[src/rtl/nv_fpga_unit_checkbox_mem_dut_axi_req_seq_256.sv]
// AXI request sequencer for the checkbox memory DUT: issues reg_pg_req_num AW/AR commands,
// streams write beats, throttles on outstanding bursts, and drains before signalling done.
module nv_fpga_unit_checkbox_mem_dut_axi_req_seq_256 #(
  parameter int MAX_OUTST = 8
) (
  input  logic        pg_clk,
  input  logic        pg_rst,
  input  logic        pg_start,
  input  logic        pg_abort,
  input  logic [15:0] reg_pg_req_num,
  input  logic        pg_cmd_rw,
  input  logic [7:0]  pg_cmd_len,
  input  logic        aw_ready,
  input  logic        ar_ready,
  input  logic        w_ready,
  input  logic        b_done,
  input  logic        r_done,
  output logic        aw_valid,
  output logic        ar_valid,
  output logic        w_valid,
  output logic        w_last,
  output logic        status_clear,
  output logic        axi_req_update,
  output logic        awcmd_info_update,
  output logic        arcmd_info_update,
  output logic [15:0] axi_req_wd_cnt,
  output logic [8:0]  axi_wdata_phase_cnt_reg,
  output logic        pg_busy,
  output logic        pg_done,
  output logic [15:0] pg_issued_cnt,
  output logic [7:0]  pg_outst_cnt
);

  typedef enum logic [2:0] {IDLE, CLEAR, ISSUE, WDATA, DRAIN, DONE} state_t;
  state_t state;

  logic       aw_hs, ar_hs, w_hs, last_hs, issue, run_end;
  logic [1:0] ret_sum;
  logic [7:0] outst_sum, outst_nxt;
  logic [8:0] phase_inc;

  assign aw_hs   = aw_valid & aw_ready;
  assign ar_hs   = ar_valid & ar_ready;
  assign w_hs    = w_valid & w_ready;
  assign last_hs = w_hs & w_last;
  assign issue   = aw_hs | ar_hs;
  assign run_end = (pg_issued_cnt == reg_pg_req_num) | pg_abort;

  // Write address handshake deliberately does not advance the generator: its fields feed wstrb.
  assign axi_req_update    = ar_hs | last_hs;
  assign awcmd_info_update = b_done & ~pg_rst;
  assign arcmd_info_update = r_done & ~pg_rst;

  // Outstanding never exceeds MAX_OUTST (<=255), so 8 bits hold the sum; retirements saturate at 0.
  assign ret_sum   = {1'b0, b_done} + {1'b0, r_done};
  assign outst_sum = pg_outst_cnt + {7'd0, issue};
  assign outst_nxt = ({6'd0, ret_sum} > outst_sum) ? 8'd0 : outst_sum - {6'd0, ret_sum};
  assign phase_inc = axi_wdata_phase_cnt_reg + 9'd1;

  always_ff @(posedge pg_clk or posedge pg_rst) begin
    if (pg_rst) begin
      state                   <= IDLE;
      aw_valid                <= 1'b0;
      ar_valid                <= 1'b0;
      w_valid                 <= 1'b0;
      w_last                  <= 1'b0;
      status_clear            <= 1'b0;
      pg_busy                 <= 1'b0;
      pg_done                 <= 1'b0;
      axi_req_wd_cnt          <= '0;
      axi_wdata_phase_cnt_reg <= '0;
      pg_issued_cnt           <= '0;
      pg_outst_cnt            <= '0;
    end else begin
      status_clear <= 1'b0;
      pg_done      <= 1'b0;
      if (state != IDLE && state != CLEAR) pg_outst_cnt <= outst_nxt;
      if (issue) pg_issued_cnt <= pg_issued_cnt + 16'd1;
      if (w_hs) axi_req_wd_cnt <= axi_req_wd_cnt + 16'd1;

      case (state)
        IDLE: begin
          if (pg_start) begin
            state        <= CLEAR;
            status_clear <= 1'b1;
            pg_busy      <= 1'b1;
          end
        end
        CLEAR: begin
          pg_issued_cnt           <= '0;
          axi_req_wd_cnt          <= '0;
          axi_wdata_phase_cnt_reg <= '0;
          pg_outst_cnt            <= '0;
          state                   <= ISSUE;
        end
        ISSUE: begin
          // An asserted valid is held until accepted, abort or not.
          if (ar_valid) begin
            if (ar_ready) ar_valid <= 1'b0;
          end else if (aw_valid) begin
            if (aw_ready) begin
              aw_valid                <= 1'b0;
              w_valid                 <= 1'b1;
              w_last                  <= (pg_cmd_len == 8'd0);
              axi_wdata_phase_cnt_reg <= '0;
              state                   <= WDATA;
            end
          end else if (run_end) begin
            state <= DRAIN;
          end else if (pg_outst_cnt < 8'(MAX_OUTST)) begin
            if (pg_cmd_rw) ar_valid <= 1'b1;
            else           aw_valid <= 1'b1;
          end
        end
        WDATA: begin
          if (w_hs) begin
            if (w_last) begin
              w_valid                 <= 1'b0;
              w_last                  <= 1'b0;
              axi_wdata_phase_cnt_reg <= '0;
              state                   <= run_end ? DRAIN : ISSUE;
            end else begin
              axi_wdata_phase_cnt_reg <= phase_inc;
              w_last                  <= (phase_inc == {1'b0, pg_cmd_len});
            end
          end
        end
        DRAIN: begin
          if (pg_outst_cnt == 8'd0) begin
            state   <= DONE;
            pg_done <= 1'b1;
          end
        end
        DONE: begin
          state   <= IDLE;
          pg_busy <= 1'b0;
        end
        default: state <= IDLE;
      endcase
    end
  end

endmodule

[config.mk]
export PLATFORM = sky130hd
export DESIGN_NAME = nv_fpga_unit_checkbox_mem_dut_axi_req_seq_256
export DESIGN_NICKNAME = d
export VERILOG_FILES = /design/src/rtl/nv_fpga_unit_checkbox_mem_dut_axi_req_seq_256.sv
export SDC_FILE = /design/constraint.sdc
export NUM_CORES = 1
export LEC_CHECK = 0
export ABC_AREA = 1
export BUFFER_PORTS_ARGS = -buffer_cell sky130_fd_sc_hd__buf_2
export CORE_MARGIN = 2
export CORE_UTILIZATION = 59
export DETAILED_ROUTE_END_ITERATION = 12
export PLACE_DENSITY = 0.86
export SYNTH_ARGS = -nofsm -noshare
export SYNTH_HDL_FRONTEND = slang
export SYNTH_SLANG_ARGS = --single-unit
[constraint.sdc]
create_clock -name pg_clk -period 5.4 [get_ports pg_clk]
set_input_delay 0.54 -clock pg_clk [delete_from_list [all_inputs] [get_ports pg_clk]]
set_output_delay 0.54 -clock pg_clk [all_outputs]
set_load 0.1 [all_outputs]
Word-level counts from Yosys, hierarchy flattened

Index checks and enable logic that the tools add are counted.

Register bits: 59
Latch bits: 0
Bits in writable memories: 0
Bits in read-only memories: 0
Input port bits: 34
Output and inout port bits: 59
Logic and storage cells: 117
Memories: 0

Add/sub/neg operators: 6
Multipliers: 0
Div/mod/pow operators: 0
Magnitude comparators: 2
Eq/ne operators: 17
Shifts and indexed selects: 0
Muxes and demuxes: 52
Bitwise operators: 11
Reductions and logical operators: 17

Operators with widths:

| kind                                                                          | number |
|---|---|
| 16-bit 2-to-1 mux                                                             | 4 |
| 9-bit 2-to-1 mux                                                              | 5 |
| 16-bit by 1-bit adder with 16-bit output (second input constant)              | 2 |
| 3-bit 2-to-1 mux                                                              | 9 |
| 9-bit one-hot mux with 3 select lines                                         | 1 |
| 1-bit 2-to-1 mux                                                              | 26 |
| 8-bit 2-to-1 mux                                                              | 3 |
| 16-bit equality test                                                          | 1 |
| 8-bit logical NOT                                                             | 2 |
| 3-bit one-hot mux with 5 select lines                                         | 1 |
| 2-bit != test (second input constant)                                         | 7 |
| 5-bit AND reduction                                                           | 2 |
| 2-bit nonzero test                                                            | 5 |
| 9-bit by 1-bit adder with 9-bit output (second input constant)                | 1 |
| 9-bit by 8-bit equality test with 1-bit output                                | 1 |
| 8-bit by 1-bit adder with 8-bit output                                        | 1 |
| 2-bit by 8-bit > comparator with 1-bit output                                 | 1 |
| 8-bit by 4-bit less-than comparator with 1-bit output (second input constant) | 1 |
| 8-bit by 2-bit subtractor with 8-bit output                                   | 1 |
| 7-bit AND reduction                                                           | 1 |
| 1-bit AND                                                                     | 6 |
| 3-bit by 2-bit equality test with 1-bit output (second input constant)        | 2 |
| 3-bit equality test (second input constant)                                   | 2 |
| 3-bit != test (second input constant)                                         | 2 |
| 11 further kinds                                                              | 18 |

Longest topological paths before layout

Gate-level depths: netlist of run 1.

Depth in word-level cells: 7
Mapped depth: 15
Gate-level depth less buffers: 15

Worst setup path before layout of run 1

Ideal clock, no wire load.

Kind: register -> output
From: register w_valid
To: output port axi_req_update
Data arrival time: 2.831 ns
Required time: 4.860 ns
Setup slack: 2.029 ns
Cell stages (with the launch flop): 3
Cell sequence: dfrtp_1 nand2_1 o22ai_1

Word-level cells in the longest chain between the ends: 3

RTL lines:

| element                  | line | RTL |
|---|---|---|
| start: declaration       | 20   | `output logic w_valid,` |
| start signal: assignment | 65   | `w_valid <= 1'b0;` |
| start signal: assignment | 103  | `w_valid <= 1'b1;` |
| start signal: assignment | 118  | `w_valid <= 1'b0;` |
| 1-bit AND                | 44   | `assign w_hs = w_valid & w_ready;` |
| 1-bit AND                | 45   | `assign last_hs = w_hs & w_last;` |
| 1-bit bitwise OR         | 50   | `assign axi_req_update = ar_hs \| last_hs;` |
| end: declaration         | 23   | `output logic axi_req_update,` |

Every way passes these cells.

Final worst setup path of run 1

From: register ar_valid
To: register pg_outst_cnt[7]

Word-level cells in the longest chain between the ends: 7
Elaborated cells on any way between the ends: 8
Those cells by class: add/sub: 2; order compare: 1; mux: 3; bitwise: 2

RTL lines:

| element                                                                                                      | line | RTL |
|---|---|---|
| start: declaration                                                                                           | 19   | `output logic ar_valid,` |
| start signal: assignment                                                                                     | 64   | `ar_valid <= 1'b0;` |
| start signal: assignment                                                                                     | 99   | `if (ar_ready) ar_valid <= 1'b0;` |
| start signal: assignment                                                                                     | 111  | `if (pg_cmd_rw) ar_valid <= 1'b1;` |
| 1-bit AND (*)                                                                                                | 43   | `assign ar_hs = ar_valid & ar_ready;` |
| 1-bit bitwise OR (*)                                                                                         | 46   | `assign issue = aw_hs \| ar_hs;` |
| 8-bit by 1-bit adder with 8-bit output (*)                                                                   | 56   | `assign outst_sum = pg_outst_cnt + {7'd0, issue};` |
| 8-bit by 2-bit subtractor with 8-bit output or 2-bit by 8-bit > comparator with 1-bit output (tied branches) | 57   | `assign outst_nxt = ({6'd0, ret_sum} > outst_sum) ? 8'd0 : outst_sum - {6'd0, ret_sum};` |
| 8-bit 2-to-1 mux (*)                                                                                         | 57   |  |
| 8-bit 2-to-1 mux (*)                                                                                         | 77   | `if (state != IDLE && state != CLEAR) pg_outst_cnt <= outst_nxt;` |
| 8-bit 2-to-1 mux (*)                                                                                         | 81   | `case (state)` |
| end signal: assignment                                                                                       | 77   |  |
| end: declaration                                                                                             | 31   | `output logic [7:0] pg_outst_cnt` |

Mark *: on every way between the ends. The rest lies on a longest branch, timed or not. The select of a mux whose other input is x is not followed.
A chain may end at the register's enable or synchronous reset.

==> results of run 1 <==
layout by cell type, fill, tap and decap left out, types with 7 or more instances in the layout:
cell / count
ha_1: 8
dfrtp_1: 59
nand2_1: 173
inv_1: 99
o21ai_0: 14
buf_2: 92
clkbuf_8: 11
inv_2: 14
nor2_1: 52
o21ai_1: 11
nand3_1: 34
a21oi_1: 22
xor2_1: 7
nand4_1: 11
nor3_1: 17
final timing paths:
path / end / slack [ps] / cells past startpoint
setup / recovery: pg_outst_cnt[7]$_DFFE_PP0P_ / 2610 / 13
hold / removal: pg_outst_cnt[5]$_DFFE_PP0P_ / 420 / 3
setup reg to reg: pg_outst_cnt[7]$_DFFE_PP0P_ / 2610 / 13
hold reg to reg: pg_busy$_DFFE_PP0P_ / 500 / 2
max in group asynchronous: w_last$_DFFE_PP0P_ / 4460 / 3
min in group pg_clk: status_clear$_DFF_PP0_ / 440 / 3
cells by family (layout without fill, tap and decap cells):
family / after synthesis / in the layout / synth area share, %
compound gates: 71 / 71 / 11.0
fa+ha+maj: 9 / 9 / 2.99
simple gates: 320 / 320 / 36.0
flops: 59 / 59 / 36.8
xor+xnor: 8 / 8 / 1.75
buf+inv: 119 / 224 / 11.4
stage by stage:
step	worst slack, ps	util (%)	hold slack [ps]	power (W)
floorplan	2030	-	550	0.00155
global placement	2640	68.3	468	0.00174
detailed placement	2480	68.3	489	0.00177
CTS	2650	71.7	428	0.00224
global route	2400	71.7	443	0.00237
finish	2610	71.7	416	0.00224
power breakdown:
part	leakage [nW]	switching (W)	internal, W	total [W]
Clock	0.113	0.000181	0.000284	0.000465
Combinational	1.70	0.000913	0.000258	0.00117
Sequential	0.796	0.0000912	0.000513	0.000605
Total	2.61	0.00119	0.00106	0.00224
routing by layer:
metal	track usage (%)	up-vias	wire length, µm
li1	-	2063	-
met1	36.0	1908	4340
met2	44.3	169	4620
met3	5.33	32	599
met4	13.2	0	283
met5	0	-	0
area by class of cell:
cell class / count / area (µm²)
clock buffer: 12 / 155
clock inverter: 4 / 72.6
fill: 541 / 1890
inverter: 115 / 439
multi-input combinational: 408 / 2080
sequential: 59 / 1480
tap: 80 / 100
timing repair buffer: 93 / 468
critical path: cells and delay by family (launching register included):
| kind | cells | cell delay, ps |
|---|---|---|
| DFF | 1 | 390 |
| adders and majority gates | 3 | 1030 |
| AOI/OAI and AO/OA | 2 | 530 |
| buffers and inverters | 3 | 250 |
| and+or+nand+nor | 5 | 490 |
==> results.py, run 1 <==
metrics = {
    "routing": {
        "finalWirelength_um": 9850,
        "drc": 0,
        "wl_per_cell_um": 12.8,
        "dr.first_iter.drc_count": 224,
        "drtAntennaViolNets": 0,
        "dr.pass1.iters": 5,
        "via_count": 4172,
        "via_per_inst": 5.41,
    },
    "cts": {
        "numCtsBuffers": 9,
        "clkTransAtPathRegs_ps": 70,
        "cts.path.max_buffers": 2,
        "holdBufCountCts": 0,
        "cts_tree": "yes",
        "h-tree-depth": 3,
        "cts-resized-gates": 0,
        "cts_setup_buffers": 0,
        "root_buffer": "clkbuf_8",
        "clkSinkCount": 59,
        "clk_latency_ps": 350,
    },
    "layout": {
        "final_nets": 729,
        "antenna_cells": 0,
        "final_area_um2": 4790,
        "syn_to_final_growth_pct": 19.3,
        "drive_gt1_share_pct": 22.4,
        "stdcell_count": 771,
    },
    "timing": {
        "min_period_ps": 2790,
        "fin_crit_sh_pct": 51.7,
        "slew_headroom_pct": 26.3,
        "fin_worst_skew_ps": 9.08,
        "worstMarginPinSlew_ps": 1100,
        "fmax_mhz": 359,
        "slew_viol_final": 0,
        "finalSetupViolCount": 0,
        "hold_viol_final": 0,
        "finalSetupTns_ps": 0,
        "rsz0062_at_grt": "false",
    },
    "power": {
        "leakagePower_nw": 2.61,
        "power.density_nw_per_um2": 468,
        "vdd_drop_max_mv": 0.461,
    },
    "grt": {
        "grt_pass1_wl_um": 16500,
        "globalRoute.totalOverflow": 0,
        "antenna_found_initial": 0,
        "grt_max_degree": 60,
        "grtUsageTotal_pct": 27.6,
        "grt_pass1_vias": 3877,
    },
    "place": {
        "io_buffers": 92,
        "dp_hpwl_um": 7250,
        "dp.cells": 755,
        "place_area_um2": 4560,
        "place.gp.congestion": 0.903,
    },
    "critical_path": {
        "endpoint_kind": "flip-flop",
        "cp_max_fo": 8,
        "crit_path_start": "ar_valid$_DFFE_PP0P_",
        "worst_path_most_repeated_cell": "nand2_1",
        "cpPeakStageDelay_ps": 480,
        "cp.required_ps": 5640,
        "start_kind": "flip-flop",
        "worstReg2RegStart": "ar_valid$_DFFE_PP0P_",
        "crit_chain": "inv_1, o21ai_2, ha_1, ha_1, fa_1, a21oi_1, nand2_1, inv_1, nand3_1, nand2_2, inv_2, nand2_1, nand2_1",
        "cp.arrival_ps": 3030,
        "critical_path_class": "reg -> reg",
        "crit_slowest_cell": "fa_1",
    },
    "synth": {
        "seq_area_frac_synth_pct": 36.8,
        "async_flop_share_pct": 100,
        "yosysMostFrequentCell": "nand2_1",
        "yosys.area.top_type": "dfrtp_1",
        "synth_cells": 586,
        "synthFlopType": "dfrtp_1",
        "synth_area_um2": 4010,
        "yosys-top-cells-area": "dfrtp_1 37%, nand2_1 16%, inv_1 9.4%, nor2_1 4.9%, nand3_1 4.2%",
        "synth_edf_count": 0,
        "syn_area_per_cell_um2": 6.85,
        "synth_nets": 629,
        "synth_top_area_share_pct": 36.8,
        "yosys_warnings": 0,
        "ys_top_cells_by_count": "173 x nand2_1, 100 x inv_1, 59 x dfrtp_1",
        "synth_cell_type_count": 41,
        "ys_seq_elements": 59,
    },
    "floorplan": {
        "boundaryPins": 93,
        "die_y_um": 86.5,
        "start_util_pct": 60.1,
        "die_area_um2": 7480,
        "core_area_um2": 6680,
        "rows": 30,
        "die_w_um": 86.5,
    },
    "worst_hold_path": {
        "hold_class": "in -> async",
    },
    "run_status": {
        "status": "finished clean",
    },
    "run": {
        "maxCapViolCount": 0,
    },
}
Power figures use the tool's default switching activity.
==> run 2: changes to the inputs <==
--- a/config.mk
+++ b/config.mk
@@ -8,9 +8,9 @@
 export ABC_AREA = 1
 export BUFFER_PORTS_ARGS = -buffer_cell sky130_fd_sc_hd__buf_2
 export CORE_MARGIN = 2
-export CORE_UTILIZATION = 59
+export CORE_UTILIZATION = 49
 export DETAILED_ROUTE_END_ITERATION = 12
-export PLACE_DENSITY = 0.86
+export PLACE_DENSITY = 0.77
 export SYNTH_ARGS = -nofsm -noshare
 export SYNTH_HDL_FRONTEND = slang
 export SYNTH_SLANG_ARGS = --single-unit
==> constraint.sdc (replaced) <==
create_clock -name pg_clk -period 2.3 [get_ports pg_clk]
set_input_delay 0.23 -clock pg_clk [delete_from_list [all_inputs] [get_ports pg_clk]]
set_output_delay 0.23 -clock pg_clk [all_outputs]
set_load 0.1 [all_outputs]
==> run 2 against run 1 <==
  * Utilization is 11 points lower
  * Register-to-register slack worse by 2500 ps
  * Worst setup slack got worse by 2500 ps
  * Clock skew increased by 2.6 ps
  * Die area is 19% higher
==> results.py, run 2 (synthesized netlist as in run 1, its figures left out) <==
metrics = {
    "run_status": {
        "status": "finished clean",
    },
    "critical_path": {
        "cp.arrival_ps": 2400,
        "crit_path_start": "ar_valid$_DFFE_PP0P_",
        "start_kind": "flip-flop",
        "r2r_slack_ps": 130,
        "reg2reg_to": "pg_outst_cnt[6]$_DFFE_PP0P_",
        "reg2reg_depth": 13,
        "endpoint_kind": "flip-flop",
        "crit_slowest_cell": "dfrtp_2",
        "worst_path_most_repeated_cell": "inv_2",
        "critical_path_class": "reg -> reg",
        "worstReg2RegStart": "ar_valid$_DFFE_PP0P_",
        "crit_chain": "inv_2, o21ai_4, ha_4, inv_2, ha_4, inv_2, fa_2, a21oi_2, nand2_2, nor2_4, nand3_1, nand4_1, nand2_1",
        "cp.required_ps": 2530,
        "crit_path_end": "pg_outst_cnt[6]$_DFFE_PP0P_",
        "cpPeakStageDelay_ps": 390,
        "cp_max_fo": 4,
    },
    "floorplan": {
        "boundaryPins": 93,
        "die_y_um": 94.5,
        "die_w_um": 94.5,
        "start_util_pct": 49.6,
        "die_area_um2": 8930,
        "core_area_um2": 8090,
        "rows": 33,
    },
    "power": {
        "switching_share_pct": 54.2,
        "vdd_drop_max_mv": 0.748,
        "power.density_nw_per_um2": 1070,
        "combPwrFrac_pct": 56.2,
        "power_w": 0.00530,
        "internal-power_w": 0.00243,
        "p_seq_share_pct": 27.0,
        "clkPwrFrac_pct": 16.8,
        "p_switching_w": 0.00287,
        "leakagePower_nw": 2.62,
    },
    "timing": {
        "slew_headroom_pct": 60.9,
        "fmax_mhz": 461,
        "slew_viol_final": 0,
        "fin_worst_skew_ps": 11.7,
        "fin_crit_sh_pct": 94.3,
        "worstMarginPinSlew_ps": 585,
        "rsz0062_at_grt": "true",
        "hold_viol_final": 0,
        "min_period_ps": 2170,
        "finalSetupViolCount": 0,
    },
    "layout": {
        "final_nets": 734,
        "final_area_um2": 4940,
        "final_common_cell": "nand2_1",
        "drive_gt1_share_pct": 25.5,
        "syn_to_final_growth_pct": 23.0,
        "utilization_pct": 61.0,
        "antenna_cells": 0,
        "mostFrequentLayoutCells": "170 x nand2_1, 94 x inv_1, 92 x buf_2, 56 x dfrtp_1, 51 x nor2_1",
        "stdcell_count": 800,
    },
    "cts": {
        "numCtsBuffers": 9,
        "h-tree-depth": 3,
        "clkTransAtPathRegs_ps": 70,
        "cts.path.max_buffers": 2,
        "clkSinkCount": 59,
        "cts_tree": "yes",
        "clk_latency_ps": 340,
        "root_buffer": "clkbuf_8",
    },
    "place": {
        "place_area_um2": 4700,
        "io_buffers": 92,
        "dp.cells": 782,
        "dp_hpwl_um": 7660,
        "place.gp.congestion": 0.850,
    },
    "grt": {
        "grt_pass1_wl_um": 16800,
        "antenna_found_initial": 0,
        "globalRoute.totalOverflow": 0,
        "grt_pass1_vias": 3808,
        "grtUsageTotal_pct": 23.8,
        "grt_max_degree": 36,
    },
    "routing": {
        "drtAntennaViolNets": 0,
        "wl_per_cell_um": 12.5,
        "dr.first_iter.drc_count": 170,
        "via_per_inst": 5.12,
        "finalWirelength_um": 10000,
        "via_count": 4099,
        "dr.pass1.iters": 4,
        "drc": 0,
    },
    "run": {
        "maxCapViolCount": 0,
    },
    "worst_hold_path": {
        "hp-start": "pg_start",
        "hold_class": "in -> reg",
    },
}
## run 2: area by class of cell
type	count	area (µm²)
fill	761	3160
clock buffer	12	135
sequential	59	1480
inverter	115	439
timing repair buffer	98	520
tap	105	131
multi-input combinational	408	2190
clock inverter	3	40.0
## run 2: per-layer routing
metal	vias up	global-route usage, %	wire length [µm]	part of all wire [%]
met5	-	0	0	0
met4	0	9.90	136	1.4
met3	14	6.15	628	6.3
met2	121	39.7	4880	49
met1	1885	29.2	4390	44
li1	2079	-	-	-
## run 2: worst min-delay path by stage
stage	to	slack, ps	cells past startpoint
final	status_clear$_DFF_PP0_	130	3
after floorplan	status_clear$_DFF_PP0_	350	2
after CTS	status_clear$_DFF_PP0_	130	3
after global routing	status_clear$_DFF_PP0_	130	3
after detailed placement	pg_outst_cnt[1]$_DFFE_PP0P_	350	2
after global placement	pg_outst_cnt[1]$_DFFE_PP0P_	340	2
## run 2: power by group through the flow
stage | clock, W | sequential [W] | combinational [W]
after floorplan | 0 | 0.00239 | 0.00136
after global placement | 0 | 0.00144 | 0.00281
after detailed placement | 0 | 0.00145 | 0.00287
after CTS | 0.000912 | 0.00143 | 0.00288
after global routing | 0.000963 | 0.00146 | 0.00324
final | 0.000891 | 0.00143 | 0.00298
## run 2: worst max-delay path: cells and delay by family, from the launching register on
family / cells / cell delay, ps
AND/OR/NAND/NOR: 5 / 540
AO/OA/AOI/OAI: 2 / 290
flip-flops: 1 / 390
adder cells (fa/ha/maj): 3 / 700
buffers and inverters: 3 / 150
## run 2: what timing repair did
item                                    in CTS  in global routing
endpoints found under the hold margin       24                  0
endpoints found under the setup margin       0                  6
buffers inserted                             0                  2
resized for setup                            0                 10
hold buffers                                 1                  0
## run 2: metrics by stage
stage	worst slack, ps	setup TNS (ps)	hold slack (ps)
global route	-24.6	-24.6	126
CTS	54.0	0	125
floorplan	-259	-1860	353
detailed placement	61.0	0	346
finish	131	0	133
global placement	129	0	337
